### src/rtl/seg_scan_pkg.sv
// Shared types and constant helpers for the multi-digit seven-segment scanner.
//   state_t      : scanner FSM encoding
//   idx_width()  : digit index width, never below 1
//   cnt_width()  : dwell/blank counter width
//   all_off()    : idle drive level for a bus, by polarity (buses up to 64 bits)
package seg_scan_pkg;

  typedef enum logic [1:0] {
    IDLE  = 2'd0,
    BLANK = 2'd1,
    SHOW  = 2'd2
  } state_t;

  localparam int unsigned MAX_BUS_W = 64;

  function automatic int unsigned idx_width(input int unsigned num_digits);
    return (num_digits > 1) ? $clog2(num_digits) : 1;
  endfunction

  // Wide enough to hold the larger of the two terminal counts.
  function automatic int unsigned cnt_width(input int unsigned dwell, input int unsigned blank);
    int unsigned m;
    m = (dwell > blank) ? dwell : blank;
    return (m == 0) ? 1 : $clog2(m + 1);
  endfunction

  // Active-low buses idle high, active-high buses idle low.
  function automatic logic [MAX_BUS_W-1:0] all_off(input bit active_low);
    return active_low ? '1 : '0;
  endfunction

endpackage

### src/rtl/seg_scan_multi_if.sv
// Scanner bus: controller/encoder side (master) drives enables and codes,
// scanner side (slave) drives the display pins and frame status.
//   scan_en, digit_en, seg_data_in        : master -> slave
//   Seg_Out, Sel_Out, digit_idx, frame_done : slave -> master
interface seg_scan_multi_if
  import seg_scan_pkg::*;
#(
  parameter int unsigned NUM_DIGITS = 6,
  parameter int unsigned SEG_W      = 8
);
  localparam int unsigned IDX_W = idx_width(NUM_DIGITS);

  logic                        scan_en;
  logic [NUM_DIGITS-1:0]       digit_en;
  logic [NUM_DIGITS*SEG_W-1:0] seg_data_in;
  logic [SEG_W-1:0]            Seg_Out;
  logic [NUM_DIGITS-1:0]       Sel_Out;
  logic [IDX_W-1:0]            digit_idx;
  logic                        frame_done;

  modport master (
    output scan_en, digit_en, seg_data_in,
    input  Seg_Out, Sel_Out, digit_idx, frame_done
  );

  modport slave (
    input  scan_en, digit_en, seg_data_in,
    output Seg_Out, Sel_Out, digit_idx, frame_done
  );
endinterface

### src/rtl/seg_scan_next_idx.sv
// Rotating-priority search for the next enabled digit after cur_idx.
//   cur_idx  : digit shown most recently (search starts at cur_idx+1)
//   digit_en : per-digit enable
//   nxt_idx  : first enabled digit found circularly (cur_idx itself last)
//   any_en   : at least one digit enabled
//   wrapped  : search passed the top index (nxt_idx <= cur_idx)
module seg_scan_next_idx
  import seg_scan_pkg::*;
#(
  parameter  int unsigned NUM_DIGITS = 6,
  localparam int unsigned IDX_W      = idx_width(NUM_DIGITS)
) (
  input  logic [IDX_W-1:0]      cur_idx,
  input  logic [NUM_DIGITS-1:0] digit_en,
  output logic [IDX_W-1:0]      nxt_idx,
  output logic                  any_en,
  output logic                  wrapped
);

  // Scan farthest-first so the nearest enabled digit is the last one written.
  always_comb begin
    nxt_idx = cur_idx;
    any_en  = 1'b0;
    for (int k = NUM_DIGITS; k >= 1; k--) begin
      if (digit_en[IDX_W'((int'(cur_idx) + k) % NUM_DIGITS)]) begin
        nxt_idx = IDX_W'((int'(cur_idx) + k) % NUM_DIGITS);
        any_en  = 1'b1;
      end
    end
    wrapped = any_en && (nxt_idx <= cur_idx);
  end

endmodule

### src/rtl/seg_scan_multi.sv
// Time-multiplexed N-digit seven-segment scanner with blanking, skip and frame pulse.
//   CLK, RST : clock, synchronous active-high reset
//   bus      : seg_scan_multi_if slave (enables/codes in, Seg_Out/Sel_Out/digit_idx/frame_done out)
module seg_scan_multi
  import seg_scan_pkg::*;
#(
  parameter int unsigned NUM_DIGITS     = 6,
  parameter int unsigned SEG_W          = 8,
  parameter int unsigned DWELL_CYCLES   = 499_999,
  parameter int unsigned BLANK_CYCLES   = 2_500,
  parameter bit          SEL_ACTIVE_LOW = 1'b1,
  parameter bit          SEG_ACTIVE_LOW = 1'b1
) (
  input logic             CLK,
  input logic             RST,
  seg_scan_multi_if.slave bus
);

  localparam int unsigned IDX_W      = idx_width(NUM_DIGITS);
  localparam int unsigned CW         = cnt_width(DWELL_CYCLES, BLANK_CYCLES);
  localparam bit          NO_BLANK   = (BLANK_CYCLES == 0);
  localparam int unsigned BLANK_LAST = NO_BLANK ? 0 : BLANK_CYCLES - 1;

  localparam logic [SEG_W-1:0]      SEG_OFF  = SEG_W'(all_off(SEG_ACTIVE_LOW));
  localparam logic [NUM_DIGITS-1:0] SEL_OFF  = NUM_DIGITS'(all_off(SEL_ACTIVE_LOW));
  localparam logic [IDX_W-1:0]      IDX_LAST = IDX_W'(NUM_DIGITS - 1);

  state_t                state;
  logic [CW-1:0]         cnt;
  logic [IDX_W-1:0]      idx_q;
  logic [SEG_W-1:0]      seg_q;
  logic [NUM_DIGITS-1:0] sel_q;
  logic                  fd_q;
  logic                  first_q;   // no advance has succeeded since IDLE

  logic [IDX_W-1:0]      nxt_idx;
  logic                  any_en;
  logic                  wrapped;
  logic [SEG_W-1:0]      codes [NUM_DIGITS];
  logic [SEG_W-1:0]      show_seg;
  logic [NUM_DIGITS-1:0] show_sel;
  logic                  show_last;
  logic                  blank_last;
  logic                  adv;

  seg_scan_next_idx #(
    .NUM_DIGITS (NUM_DIGITS)
  ) u_next_idx (
    .cur_idx  (idx_q),
    .digit_en (bus.digit_en),
    .nxt_idx  (nxt_idx),
    .any_en   (any_en),
    .wrapped  (wrapped)
  );

  for (genvar g = 0; g < NUM_DIGITS; g++) begin : g_codes
    assign codes[g] = bus.seg_data_in[g*SEG_W +: SEG_W];
  end

  // Pin-level drive for the digit about to be shown; XOR with the idle level applies polarity.
  always_comb begin
    show_seg   = codes[nxt_idx] ^ SEG_OFF;
    show_sel   = (NUM_DIGITS'(1) << nxt_idx) ^ SEL_OFF;
    show_last  = (state == SHOW)  && (cnt == CW'(DWELL_CYCLES));
    blank_last = (state == BLANK) && (cnt == CW'(BLANK_LAST));
    adv        = ((state == IDLE) && NO_BLANK) || blank_last || (show_last && NO_BLANK);
  end

  // FSM, counter and output registers.
  always_ff @(posedge CLK) begin
    if (RST || !bus.scan_en) begin
      state   <= IDLE;
      cnt     <= '0;
      idx_q   <= IDX_LAST;
      seg_q   <= SEG_OFF;
      sel_q   <= SEL_OFF;
      fd_q    <= 1'b0;
      first_q <= 1'b1;
    end else if (adv) begin
      cnt  <= '0;
      fd_q <= 1'b0;
      if (any_en) begin
        state   <= SHOW;
        idx_q   <= nxt_idx;
        seg_q   <= show_seg;
        sel_q   <= show_sel;
        fd_q    <= wrapped && !first_q;
        first_q <= 1'b0;
      end else begin
        // Nothing enabled: sit blank and retry at the end of each blank period.
        state <= BLANK;
        seg_q <= SEG_OFF;
        sel_q <= SEL_OFF;
      end
    end else if (state == IDLE || show_last) begin
      state <= BLANK;
      cnt   <= '0;
      seg_q <= SEG_OFF;
      sel_q <= SEL_OFF;
      fd_q  <= 1'b0;
    end else begin
      cnt  <= cnt + CW'(1);
      fd_q <= 1'b0;
    end
  end

  assign bus.Seg_Out    = seg_q;
  assign bus.Sel_Out    = sel_q;
  assign bus.digit_idx  = idx_q;
  assign bus.frame_done = fd_q;

endmodule

### src/flat_wrapper.sv
// flat-port wrapper written by rule: the top's interface ports become plain ports
module seg_scan_multi_flat import seg_scan_pkg::*;
#(
  parameter int unsigned NUM_DIGITS     = 6,
  parameter int unsigned SEG_W          = 8,
  parameter int unsigned DWELL_CYCLES   = 499_999,
  parameter int unsigned BLANK_CYCLES   = 2_500,
  parameter bit          SEL_ACTIVE_LOW = 1'b1,
  parameter bit          SEG_ACTIVE_LOW = 1'b1
)
  (CLK, RST, bus_scan_en, bus_digit_en, bus_seg_data_in, bus_Seg_Out, bus_Sel_Out, bus_digit_idx, bus_frame_done);
  seg_scan_multi_if #(.NUM_DIGITS(NUM_DIGITS), .SEG_W(SEG_W)) bus_i ();
  input logic CLK;
  input logic RST;
  input wire logic [$bits(bus_i.scan_en)-1:0] bus_scan_en;
  input wire logic [$bits(bus_i.digit_en)-1:0] bus_digit_en;
  input wire logic [$bits(bus_i.seg_data_in)-1:0] bus_seg_data_in;
  output wire logic [$bits(bus_i.Seg_Out)-1:0] bus_Seg_Out;
  output wire logic [$bits(bus_i.Sel_Out)-1:0] bus_Sel_Out;
  output wire logic [$bits(bus_i.digit_idx)-1:0] bus_digit_idx;
  output wire logic [$bits(bus_i.frame_done)-1:0] bus_frame_done;
  assign bus_i.scan_en = bus_scan_en;
  assign bus_i.digit_en = bus_digit_en;
  assign bus_i.seg_data_in = bus_seg_data_in;
  assign bus_Seg_Out = bus_i.Seg_Out;
  assign bus_Sel_Out = bus_i.Sel_Out;
  assign bus_digit_idx = bus_i.digit_idx;
  assign bus_frame_done = bus_i.frame_done;
  seg_scan_multi #(.NUM_DIGITS(NUM_DIGITS), .SEG_W(SEG_W), .DWELL_CYCLES(DWELL_CYCLES), .BLANK_CYCLES(BLANK_CYCLES), .SEL_ACTIVE_LOW(SEL_ACTIVE_LOW), .SEG_ACTIVE_LOW(SEG_ACTIVE_LOW)) u_core (.CLK(CLK), .RST(RST), .bus(bus_i));
endmodule
### config.mk
export PLATFORM = sky130hd
export DESIGN_NAME = seg_scan_multi_flat
export DESIGN_NICKNAME = d
export VERILOG_FILES = /design/src/rtl/seg_scan_pkg.sv /design/src/rtl/seg_scan_multi_if.sv /design/src/rtl/seg_scan_next_idx.sv /design/src/rtl/seg_scan_multi.sv /design/src/flat_wrapper.sv
export SDC_FILE = /design/constraint.sdc
export NUM_CORES = 1
export LEC_CHECK = 0
export CAP_MARGIN = 20
export CORE_ASPECT_RATIO = 0.5
export CORE_UTILIZATION = 35
export DETAILED_ROUTE_END_ITERATION = 10
export HOLD_SLACK_MARGIN = 0.12
export SLEW_MARGIN = 20
export SYNTH_ARGS = -nofsm -noshare
export SYNTH_HDL_FRONTEND = slang
export SYNTH_SLANG_ARGS = --single-unit
### constraint.sdc
create_clock -name CLK -period 13.7 [get_ports CLK]
set_input_delay 2.74 -clock CLK [delete_from_list [all_inputs] [get_ports CLK]]
set_output_delay 2.74 -clock CLK [all_outputs]
set_load 0.02 [all_outputs]
Word-level counts from Yosys, hierarchy flattened
Index checks and enable logic that the tools add are counted.
W data, S select, Z words.
{"block": "totals", "inputBits": 57, "wordCells": 87, "ff_bits": 40, "out_inout_bits": 18}
{"block": "op_classes", "muxes": 36, "div": 6, "eq_ne": 4, "bitwise": 5, "order_cmp": 8, "n_shift": 1, "addsub": 7, "reduce_logical": 13}
{"operator": "$mod A32 B3 Y32 const B", "n": 6}
{"operator": "$mux W8", "n": 5}
{"operator": "$bmux W8 S3", "n": 1}
{"operator": "$lt A3 B4 Y1 const B", "n": 6}
{"operator": "$add A19 B1 Y19 const B", "n": 1}
{"operator": "$eq A19 B12 Y1 const B", "n": 1}
{"operator": "$eq A19 B19 Y1 const B", "n": 1}
{"operator": "$bmux W1 S3", "n": 6}
{"operator": "$mux W3", "n": 6}
{"operator": "$mux W6", "n": 3}
{"operator": "$add A3 B3 Y4 const B", "n": 3}
{"operator": "$mux W1", "n": 12}
{"operator": "$add A3 B2 Y4 const B", "n": 2}
{"operator": "$not A8 Y8", "n": 1}
{"operator": "$mux W2", "n": 3}
{"operator": "$not A6 Y6", "n": 1}
{"operator": "$reduce_or A3 Y1", "n": 2}
{"operator": "$shl A1 B3 Y6 const A", "n": 1}
{"operator": "$add A3 B1 Y4 const B", "n": 1}
{"operator": "$ge A4 B4 Y1 const B", "n": 1}
{"operator": "$logic_and A1 B1 Y1", "n": 4}
{"operator": "$not A3 Y4", "n": 1}
{"operator": "$le A3 B3 Y1", "n": 1}
{"operator": "$eq A2 B1 Y1 const B", "n": 1}
{"operator": "7 further kinds", "n": 10}

Longest topological paths before layout
Gate-level depths: netlist (run 1).
{"block": "logic_depth", "ltp_word": 17, "ltp_mapped": 24}

Hierarchy
Synthesis (run 1) repeated with hierarchy kept, for this count alone.
{"block": "unflattened", "hier_cells": 363, "hier_area_um2": 3239.4}
{"mod": "seg_scan_multi", "seq_area_each_um2": 800.8, "area_each_um2": 2088.3, "cells_each": 217, "instances": 1}
{"mod": "seg_scan_next_idx", "seq_area_each_um2": 0.0, "area_each_um2": 1151.1, "cells_each": 146, "instances": 1}

Worst setup path after synthesis (run 1)
OpenSTA, ideal clock, no wires.
{"block": "synth_path", "path_kind": "input port to flip-flop", "from": "input port bus_digit_en[2]", "to": "register u_core.fd_q, in the netlist u_core.bus.frame_done", "cell_stages": 15, "arrival_time_ns": 5.207, "slack_ns": 8.374, "n_path_buf": 2, "setup_ns": 0.119, "path_cell_list": "mux4_2 > a22oi_2 > mux2i_4 > or2_4 > buf_6 > buf_6 > nand2b_1 > xnor2_1 > inv_1 > ha_1 > inv_1 > a21o_1 > a21oi_1 > a31oi_1 > nor3_1"}
{"block": "synth_between", "elab_chain_len": 11, "word_cells_on_any_way": 29, "classes_between": "order compare (1); mux (24); bitwise (1); reduce/logical (3)"}
{"item": "from (decl)", "line_no": "flat_wrapper.sv:16", "source": "input wire logic [$bits(bus_i.digit_en)-1:0] bus_digit_en;"}
{"item": "$bmux W1 S3", "line_no": "seg_scan_next_idx.sv:25", "source": "if (digit_en[IDX_W'((int'(cur_idx) + k) % NUM_DIGITS)]) begin"}
{"item": "$mux W1 (not written as such)", "line_no": "seg_scan_next_idx.sv:25"}
{"item": "$mux W3 (6 in series)", "line_no": "seg_scan_next_idx.sv:25"}
{"item": "$le A3 B3 Y1", "line_no": "seg_scan_next_idx.sv:30", "source": "wrapped = any_en && (nxt_idx <= cur_idx);"}
{"item": "$logic_and A1 B1 Y1", "line_no": "seg_scan_next_idx.sv:30"}
{"item": "$logic_and A1 B1 Y1", "line_no": "seg_scan_multi.sv:87", "source": "fd_q <= wrapped && !first_q;"}
{"item": "to (signal assigned)", "line_no": "seg_scan_multi.sv:87"}
{"item": "to (decl)", "line_no": "seg_scan_multi.sv:33", "source": "logic fd_q;"}
Parallel ways exist; a longest one is shown, timed or not. The select of a mux whose other input is x is not followed.
A chain may end at the register's enable or synchronous reset.

Worst setup path after layout (run 1)
{"block": "layout_path", "from": "input port bus_digit_en[0]", "to": "register u_core.fd_q, in the netlist u_core.bus.frame_done"}
{"block": "layout_between", "elab_chain_len": 11, "word_cells_on_any_way": 29, "classes_between": "order compare (1); mux (24); bitwise (1); reduce/logical (3)"}
{"item": "$bmux W1 S3", "line_no": "seg_scan_next_idx.sv:25"}
{"item": "$mux W1 (not written as such)", "line_no": "seg_scan_next_idx.sv:25"}
{"item": "$mux W3 (5 in series)", "line_no": "seg_scan_next_idx.sv:25"}
{"item": "$mux W3 *", "line_no": "seg_scan_next_idx.sv:25"}
{"item": "net u_core.nxt_idx[1]", "line_no": "seg_scan_multi.sv:36", "source": "logic [IDX_W-1:0] nxt_idx;"}
{"item": "$le A3 B3 Y1 *", "line_no": "seg_scan_next_idx.sv:30"}
{"item": "$logic_and A1 B1 Y1 *", "line_no": "seg_scan_next_idx.sv:30"}
{"item": "$logic_and A1 B1 Y1 *", "line_no": "seg_scan_multi.sv:87"}
Mark *: on every way through the listed nets, which the timed path passes. The rest lies on a longest branch. The select of a mux whose other input is x is not followed.

==> results.md, run 1 <==
- DP HPWL: 9.81 mm
- Die span in x: 161 um
- CP peak stage delay: 540 ps
- Crit. Startpoint: bus_digit_en[0]
- Endpoint class of the critical path: flop
- Slew of the pin with the lowest slew margin: 901 ps
- Bufs on Longest Clock Path: 2
- Ys async rst share: 0%
- Clk_lat worst skew: 280 ps
- Seq cells post-synth: 40
- Critical path type: input pin to flop
- CTS buffer count: 5
- Worst Path Arrival: 6400 ps
- Vias per inst: 5.90
- Vias in the first global route: 4293
- Row count: 28
- Worst setup SP type: input pin
- R2R Setup Slk: 7950 ps
- Core ar.: 0.0121 mm2
- Slew Limit Headroom: 40.0%
- Die Ht: 81.7 um
- Ant. Diodes: 0
- Post-synth top area share: 18.0%
- Full die area: 0.0132 mm2
- EDFF count, synth: 0
- CP max FO: 31
- FF-to-FF path depth: 15
- Fin nets: 722
- Dominant synthesized flop cell: dfxtp_1
- Total track usage: 20.5%
- Hold Violations, Final: 0
- Setup TNS: 0 ps
- DR iter-0 viols: 352
- Share of cells above drive strength 1: 6.90%
- CTS tree: yes
- Yosys warnings: 0
- Worst min-delay path class: flop to flop
- Residual DRC: 0
- Final Slew Violations: 0
- Post-synthesis sequential area ratio: 18.0%
- Top cells by area, synth: dfxtp_1 18%, nand3_1 8.6%, nand2_1 6.1%
- IR drop worst, VDD: 47.3 uV
- First-pass GRT wire length: 21.9 mm
- DRT antenna net count: 0
- Pre-antenna DRT Iters: 6
- Gpl congestion: 0.852
- RSZ-0062 raised after global routing: no
- CP required: 13910 ps
- Setup Skew: 7.08 ps
- Status: finished clean
- Pwr dens: 61.2 mW/mm2
- Syn Inst Count: 611
- Achievable Freq: 162 MHz
- Synthesized cell area: 0.00444 mm2
- GRT Residual Overflow: 0
- Worst setup margin: 7510 ps
- Root Driver: clkbuf_16
- Via Count: 4817
- Finish-stage setup viols: 0
- Post-Route WL: 13.7 mm
- RR Startpoint: u_core.bus.digit_idx[0]
- Post-cts resize count: 0
- Sink Count: 40
- Largest net degree at the start of global routing: 54
- Port bufs: 74
- Worst setup path end: u_core.bus.frame_done
- R2R Path End: u_core.bus.frame_done
- Period utilization: 45.2%
- Post-CTS setup buffer count: 0
- Clock slew at reported path FFs: 60 ps
- Leakage: 1.90 nW
- H-tree depth: 2
- Initial antenna violation count: 0
- Max_cap viols: 0
- Wire per inst: 16.8 um
- Area Overhead vs Synth: 21.0%
- Cell taking the most area after synthesis: dfxtp_1
- CP most frequent cell: a21oi_1
- Min cycle time layout: 6190 ps
- Dpl ws: 7210 ps
- Critical-path top delay cell: mux2i_4
- I/O Pins: 75
- Mapped Nets: 682
- Critical-path cell list: clkdlybuf4s50_1 -> mux2i_1 -> or3_1 -> mux2i_4 -> or2_4 -> o31ai_1 -> a21oi_1 -> inv_1 -> ha_1 -> a21o_1 -> a21oi_1 -> a31oi_1 -> nor3_1
- Distinct cells, synth: 75
- Starting Density: 36.8%
- Avg Inst Size Synth: 7.27 um2
- Cts hold-fix bufs: 0
-- stage by stage --
| stage | cells | area, um2 | power, mW | utilization (%) | hold WS [ps] |
|---|---|---|---|---|---|
| after floorplan | 611 | 4440 | 0.162 | - | 401 |
| after global placement | 809 | 5200 | 0.193 | 43.0 | 414 |
| after detailed placement | 809 | 5200 | 0.193 | 43.0 | 418 |
| after CTS | 817 | 5380 | 0.331 | 44.5 | 429 |
| after global routing | 817 | 5380 | 0.343 | 44.5 | 443 |
| final | 817 | 5380 | 0.329 | 44.5 | 433 |
-- registers in the layout, indices dropped and copies added (netlist names) --
register               cells
u_core.first_q             1
u_core.cnt                19
u_core.bus.Seg_Out         8
u_core.state               2
u_core.bus.frame_done      1
u_core.bus.Sel_Out         6
u_core.bus.digit_idx       3
-- power by group --
part / switching, mW / internal [mW] / total, mW
sequential: 0.000192 / 0.117 / 0.117
combinational: 0.0407 / 0.0338 / 0.0745
clock: 0.0467 / 0.0912 / 0.138
-- critical path, delay by kind of cell --
family / cells / cell delay [ps]
and+or+nand+nor: 3 / 1080
AOI/OAI and AO/OA: 5 / 960
muxes: 2 / 690
buffers and inverters: 2 / 610
adders and majority gates: 1 / 310
-- synth_stat cells (4+ instances only) --
| library cell | count |
|---|---|
| o2111ai_1 | 17 |
| a21o_1 | 4 |
| nor4_1 | 10 |
| or4bb_1 | 6 |
| nor2_1 | 48 |
| o22ai_1 | 25 |
| a2111oi_0 | 7 |
| inv_1 | 24 |
| and3_1 | 4 |
| and2_1 | 9 |
| buf_4 | 4 |
| a211oi_1 | 11 |
| or3_1 | 5 |
| xor2_1 | 10 |
| o21ai_0 | 10 |
| clkbuf_1 | 27 |
| mux2_2 | 5 |
| xnor2_1 | 7 |
| o211ai_1 | 11 |
| nor3_1 | 6 |
| nand2_1 | 72 |
| a21oi_1 | 26 |
| buf_6 | 6 |
| nand3_1 | 76 |
| dfxtp_1 | 40 |
| nand4_1 | 8 |
| ha_1 | 14 |
| o22a_1 | 12 |
| o31ai_1 | 5 |
| mux2i_1 | 7 |
| nor2b_1 | 13 |
| a221oi_1 | 9 |
| a2111o_1 | 8 |
| buf_2 | 9 |
-- area by class of cell --
class | instances | area (um2)
Clock inverter | 2 | 38.8
Tap cell | 165 | 206
Clock buffer | 6 | 139
Inverter | 26 | 97.6
Fill cell | 1236 | 6710
Sequential cell | 40 | 802
Multi-Input combinational cell | 498 | 3310
Timing Repair Buffer | 80 | 786
-- logic make-up after synthesis --
| family | after synthesis | synth area share [%] |
|---|---|---|
| compound gates | 169 | 29.3 |
| simple gates | 281 | 32.6 |
| flops | 40 | 18.0 |
| xor+xnor | 19 | 4.34 |
| fa+ha+maj | 15 | 4.17 |
| mux | 14 | 3.86 |
| buf+inv | 73 | 7.77 |
-- metal layers --
layer / wire, um / up-vias / track usage [%]
met2: 5670 / 154 / 31.1
met3: 726 / 13 / 2.12
met1: 7210 / 2252 / 30.8
met4: 98 / 0 / 4.34
met5: 0 / - / 0
li1: - / 2398 / -
-- placed cells by master (no fill, tap or decap), drive strengths merged, types with 11 or more instances in the layout --
cell type      count
o22ai             25
a21oi             28
o21ai             12
o22a              12
o211ai            11
clkdlybuf4s50     74
a211oi            14
inv               24
nor4              11
nand3             76
nor2b             13
o2111ai           17
ha                14
dfxtp             40
nor2              48
nand2             74
-- worst min path at each step --
stage                                 end  slack [ps]            from  depth (start not counted)
floorplan           u_core.bus.frame_done         400  u_core.first_q                          1
global route        u_core.bus.frame_done         440  u_core.first_q                          1
CTS                 u_core.bus.frame_done         430  u_core.first_q                          1
global placement    u_core.bus.frame_done         410  u_core.first_q                          1
finish              u_core.bus.frame_done         430  u_core.first_q                          1
detailed placement  u_core.bus.frame_done         420  u_core.first_q                          1
(Power assumes the default switching activity.)
==> run 2: changes to the inputs <==
==> constraint.sdc (replaced) <==
create_clock -name CLK -period 5.5 [get_ports CLK]
set_input_delay 1.1 -clock CLK [delete_from_list [all_inputs] [get_ports CLK]]
set_output_delay 1.1 -clock CLK [all_outputs]
set_load 0.02 [all_outputs]
==> run 2 against run 1 <==
Power grew 150%. Die area is the same. Register-to-register slack lost 7500 ps. Setup slack lost 7000 ps. Combinational power grew to 2.5 times the previous value. Via count grew 1.3%. Clock power grew 140%. Global-route usage grew 0.53 points. Critical path depth is the same. Final area grew 0.44%.
==> results.md, run 2 (synthesis results as in run 1) <==
- DR iter-0 viols: 448
- DP HPWL: 9.84 mm
- Worst Path Arrival: 5200 ps
- Residual DRC: 0
- Clock slew at reported path FFs: 60 ps
- Wire per inst: 16.8 um
- Die span in x: 161 um
- Clk_lat worst skew: 280 ps
- FF-to-FF path depth: 13
- Cts hold-fix bufs: 0
- GR peak layer: met1
- Initial antenna violation count: 0
- CP max FO: 16
- Dpl ws: 613 ps
- H-tree depth: 2
- Die Ht: 81.7 um
- Post-cts resize count: 0
- WHS Path Cells: 1
- Area of placed instances: 0.00523 mm2
- CTS buffer count: 5
- Min cycle time layout: 5000 ps
- R2R Setup Slk: 500 ps
- Gpl congestion: 0.871
- Leakage: 1.91 nW
- Via Count: 4879
- Sink Count: 40
- Max_cap viols: 0
- CTS tree: yes
- IR drop worst, VDD: 151 uV
- Root Driver: clkbuf_16
- Placed cells: 813
- Fin nets: 726
- RSZ-0062 raised after global routing: no
- Core ar.: 0.0121 mm2
- GRT Residual Overflow: 0
- Endpoint class of the critical path: flop
- Total track usage: 21.0%
- Full die area: 0.0132 mm2
- CP required: 5700 ps
- Port bufs: 74
- Share of cells above drive strength 1: 7.47%
- Hold Violations, Final: 0
- GR Util met3: 3.43%
- Fin Hold WS: 450 ps
- Met1 GRT Util: 31.8%
- Setup TNS: 0 ps
- Fin cells: 821
- Period utilization: 91.0%
- Row count: 28
- Final Instance Area: 0.00540 mm2
- Most frequent cells in the layout: 76 x nand3_1, 74 x clkdlybuf4s50_1, 72 x nand2_1, 48 x nor2_1, 39 x dfxtp_1
- Area Overhead vs Synth: 21.6%
- Worst setup margin: 497 ps
- Vias per inst: 5.94
- Max reg flops: 19
- Final Util: 44.7%
- Largest net degree at the start of global routing: 74
- Final Slew Violations: 0
- Achievable Freq: 200 MHz
- Slew Limit Headroom: 37.7%
- Bufs on Longest Clock Path: 2
- Critical path type: flop to flop
- Final Power: 0.815 mW
- Worst setup SP type: flop
- Top reg by flops: u_core.cnt
- DRT antenna net count: 0
- Slew of the pin with the lowest slew margin: 928 ps
- Met2 Usage GRT: 30.9%
- Post-CTS setup buffer count: 0
- Vias in the first global route: 4303
- Pwr dens: 151 mW/mm2
- Setup Skew: 4.04 ps
- I/O Pins: 75
- Commonest non-fill, non-tap cell in the layout: nand3_1
- Worst min-delay path class: flop to flop
- Finish-stage setup viols: 0
- Post-Route WL: 13.8 mm
- Starting Density: 36.8%
- First-pass GRT wire length: 22.4 mm
- Pre-antenna DRT Iters: 5
- Ant. Diodes: 0
- Status: finished clean
[run 2: cell count changes in the layout (fill, tap and decap cells not counted), sizes merged]
cell / change
buf: +4
inv: +1
clkinv: -1
clkinvlp: +1
clkbuf: -1
[run 2: worst paths after layout]
check | to | start
worst min register to register | u_core.cnt[0] | u_core.cnt[0]
worst min-delay path | u_core.cnt[0] | u_core.cnt[0]
worst max register to register | u_core.bus.Seg_Out[2] | u_core.bus.digit_idx[2]
worst max-delay path | u_core.bus.Seg_Out[2] | u_core.bus.digit_idx[2]
[run 2: layout make-up]
class,count,area (um2)
Inverter,26,97.6
Multi-Input combinational cell,498,3310
Clock buffer,5,125
Sequential cell,40,802
Clock inverter,3,46.3
Fill cell,1247,6680
Tap cell,165,206
Timing Repair Buffer,84,816
[run 2: power by group]
part | total, mW | internal (mW) | switching (mW) | leakage [nW]
registers | 0.291 | 0.290 | 0.000484 | 0.323
clock network | 0.336 | 0.215 | 0.120 | 0.0804
logic | 0.188 | 0.0858 | 0.103 | 1.50
total | 0.815 | 0.592 | 0.223 | 1.91
[run 2: critical path, stage by stage (launching register included)]
cell and delay [ps]:
dfxtp_1 720, inv_1 230, ha_1 400, a21o_1 290, ha_1 320, or4b_4 510, a311oi_1 310, o21ai_1 180
a31oi_2 480, or4_1 410, o21ai_2 320, a221oi_1 360, nand2_1 140, a211oi_1 230
[run 2: layer usage]
metal  part of all wire [%]  wire length [um]
met1                     52              7160
met2                     41              5620
met3                    6.9               955
met4                   0.55                76
met5                      0                 0
==> run 3: changes to the inputs <==
--- a/config.mk
+++ b/config.mk
@@ -6,10 +6,13 @@
 export NUM_CORES = 1
 export LEC_CHECK = 0
 export CAP_MARGIN = 20
+export CELL_PAD_IN_SITES_DETAIL_PLACEMENT = 0
+export CELL_PAD_IN_SITES_GLOBAL_PLACEMENT = 1
 export CORE_ASPECT_RATIO = 0.5
 export CORE_UTILIZATION = 35
 export DETAILED_ROUTE_END_ITERATION = 10
 export HOLD_SLACK_MARGIN = 0.12
+export PLACE_DENSITY_LB_ADDON = 0.1
 export SLEW_MARGIN = 20
 export SYNTH_ARGS = -nofsm -noshare
 export SYNTH_HDL_FRONTEND = slang
==> run 3 against run 2 <==
Clock power hardly changed. Flip-flop and latch count stayed put. Final cell count is 0.12% higher. First-iteration DRC count is 0.89% higher. Clock skew is 3.8 ps higher. Core utilization is 0.052 points higher.
==> results.md, run 3 (synthesis results as in run 1) <==
- Worst min-delay path class: flop to flop
- Setup Skew: 7.89 ps
- R2R Setup Slk: 660 ps
- Total track usage: 22.2%
- Die Ht: 81.7 um
- Most frequent cells in the layout: 76 x nand3_1, 74 x clkdlybuf4s50_1, 72 x nand2_1, 48 x nor2_1, 39 x dfxtp_1
- Vias in the first global route: 4392
- Critical path type: flop to flop
- I/O Pins: 75
- CP peak stage delay: 960 ps
- Period utilization: 87.9%
- DP HPWL: 10.5 mm
- Min cycle time layout: 4840 ps
- Commonest non-fill, non-tap cell in the layout: nand3_1
- CP required: 5650 ps
- CTS buffer count: 5
- IR drop worst, VDD: 170 uV
- DR iter-0 viols: 452
- Starting Density: 36.8%
- Endpoint class of the critical path: flop
- Residual DRC: 0
- Hold Violations, Final: 0
- Crit. Startpoint: u_core.bus.digit_idx[1]
- Achievable Freq: 207 MHz
- Largest net degree at the start of global routing: 74
- Post-cts resize count: 0
- Top reg by flops: u_core.cnt
- Pwr dens: 151 mW/mm2
- Clock slew at reported path FFs: 60 ps
- Met3 wire len: 936 um
- Full die area: 0.0132 mm2
- Fin nets: 727
- RR Startpoint: u_core.bus.digit_idx[1]
- Row count: 28
- Core ar.: 0.0121 mm2
- Wire per inst: 18.0 um
- Worst Path Arrival: 4980 ps
- Vias per inst: 5.91
- Status: finished clean
- Met1 wire length: 7.77 mm
- Finish-stage setup viols: 0
- Ant. Diodes: 0
- Leakage: 1.91 nW
- Root Driver: clkbuf_16
- Die span in x: 161 um
- Critical-path top delay cell: nor4_2
- Pre-antenna DRT Iters: 5
- Clk_lat worst skew: 280 ps
- Slew of the pin with the lowest slew margin: 1010 ps
- DRT antenna net count: 0
- Cts hold-fix bufs: 0
- Share of cells above drive strength 1: 7.61%
- H-tree depth: 2
- Final Util: 44.8%
- Sink Count: 40
- Met2 WL post-DR: 6.00 mm
- Fillers: 1263
- Slew Limit Headroom: 32.4%
- Initial antenna violation count: 0
- First-pass GRT wire length: 23.3 mm
- Max_cap viols: 0
- Area Overhead vs Synth: 21.7%
- Worst setup SP type: flop
- Gpl congestion: 0.867
- RSZ-0062 raised after global routing: no
- Post-Route WL: 14.8 mm
- Setup TNS: 0 ps
- Min-delay src: u_core.first_q
- Port bufs: 74
- Bufs on Longest Clock Path: 2
- Max reg flops: 19
- Post-CTS setup buffer count: 0
- GRT Residual Overflow: 0
- Via Count: 4856
- Critical-path cell list: inv_1 -> ha_1 -> a21oi_2 -> inv_1 -> ha_1 -> nor2b_1 -> a211o_1 -> a21oi_1 -> or3_1 -> nor4_2 -> o21bai_4 -> a2111oi_0 -> nor2_1 -> a211oi_1
- Final Slew Violations: 0
- CP max FO: 15
- Highest Signal Layer: met4
- CTS tree: yes
==> run 3: changes by cell type in the layout (fill, tap and decap cells not counted) <==
cell      previous run  this run
dfxtp_2              1         0
clkinv_2             0         1
buf_4               10        11
dfxtp_4              0         1
inv_6                1         0
==> run 3: final cells by class <==
class	count	area, um2	share of cell area [%]
clock inverter	3	42.5	0.786
multi-input combinational	498	3310	61.2
sequential	40	805	14.9
inverter	26	97.6	1.80
clock buffer	5	125	2.31
timing repair buffer	85	823	15.2
tap	165	206	3.82
==> run 3: final timing paths <==
check | to | cells after the start
setup / recovery | u_core.bus.Seg_Out[4] | 14
hold / removal | u_core.bus.frame_done | 1
setup reg to reg | u_core.bus.Seg_Out[4] | 14
hold reg to reg | u_core.bus.frame_done | 1
==> run 3: worst max-delay path: cells and delay by family, from the launching register on <==
kind                       cells  cell delay [ps]
and+or+nand+nor                4             2070
adders and majority gates      2              680
DFF                            1              500
AOI/OAI and AO/OA              6             1150
buffers and inverters          2              270
==> run 3: report_power, final <==
| part | total, mW | internal [mW] | switching [mW] | leakage [nW] |
|---|---|---|---|---|
| sequential | 0.290 | 0.290 | 0.000517 | 0.323 |
| clock | 0.334 | 0.213 | 0.121 | 0.0798 |
| combinational | 0.190 | 0.0860 | 0.104 | 1.51 |
| total | 0.815 | 0.589 | 0.226 | 1.91 |
==> run 3: through the flow <==
step / hold WS, ps / setup slack (ps) / power, mW / std cells / area (um2)
2_1_floorplan: 401 / 708 / 0.403 / 611 / 4440
3_3_place_gp: 415 / 819 / 0.486 / 814 / 5240
3_5_place_dp: 414 / 718 / 0.484 / 814 / 5240
4_1_cts: 437 / 696 / 0.819 / 822 / 5410
5_1_grt: 452 / 263 / 0.848 / 822 / 5410
6_report: 433 / 664 / 0.815 / 822 / 5410
==> run 3: per-layer routing <==
layer  vias to the layer above  global-route usage, %
met1                      2297                   33.6
met5                         -                      0
met2                       149                   32.4
met3                         7                   4.04
li1                       2403                      -
met4                         0                   3.77
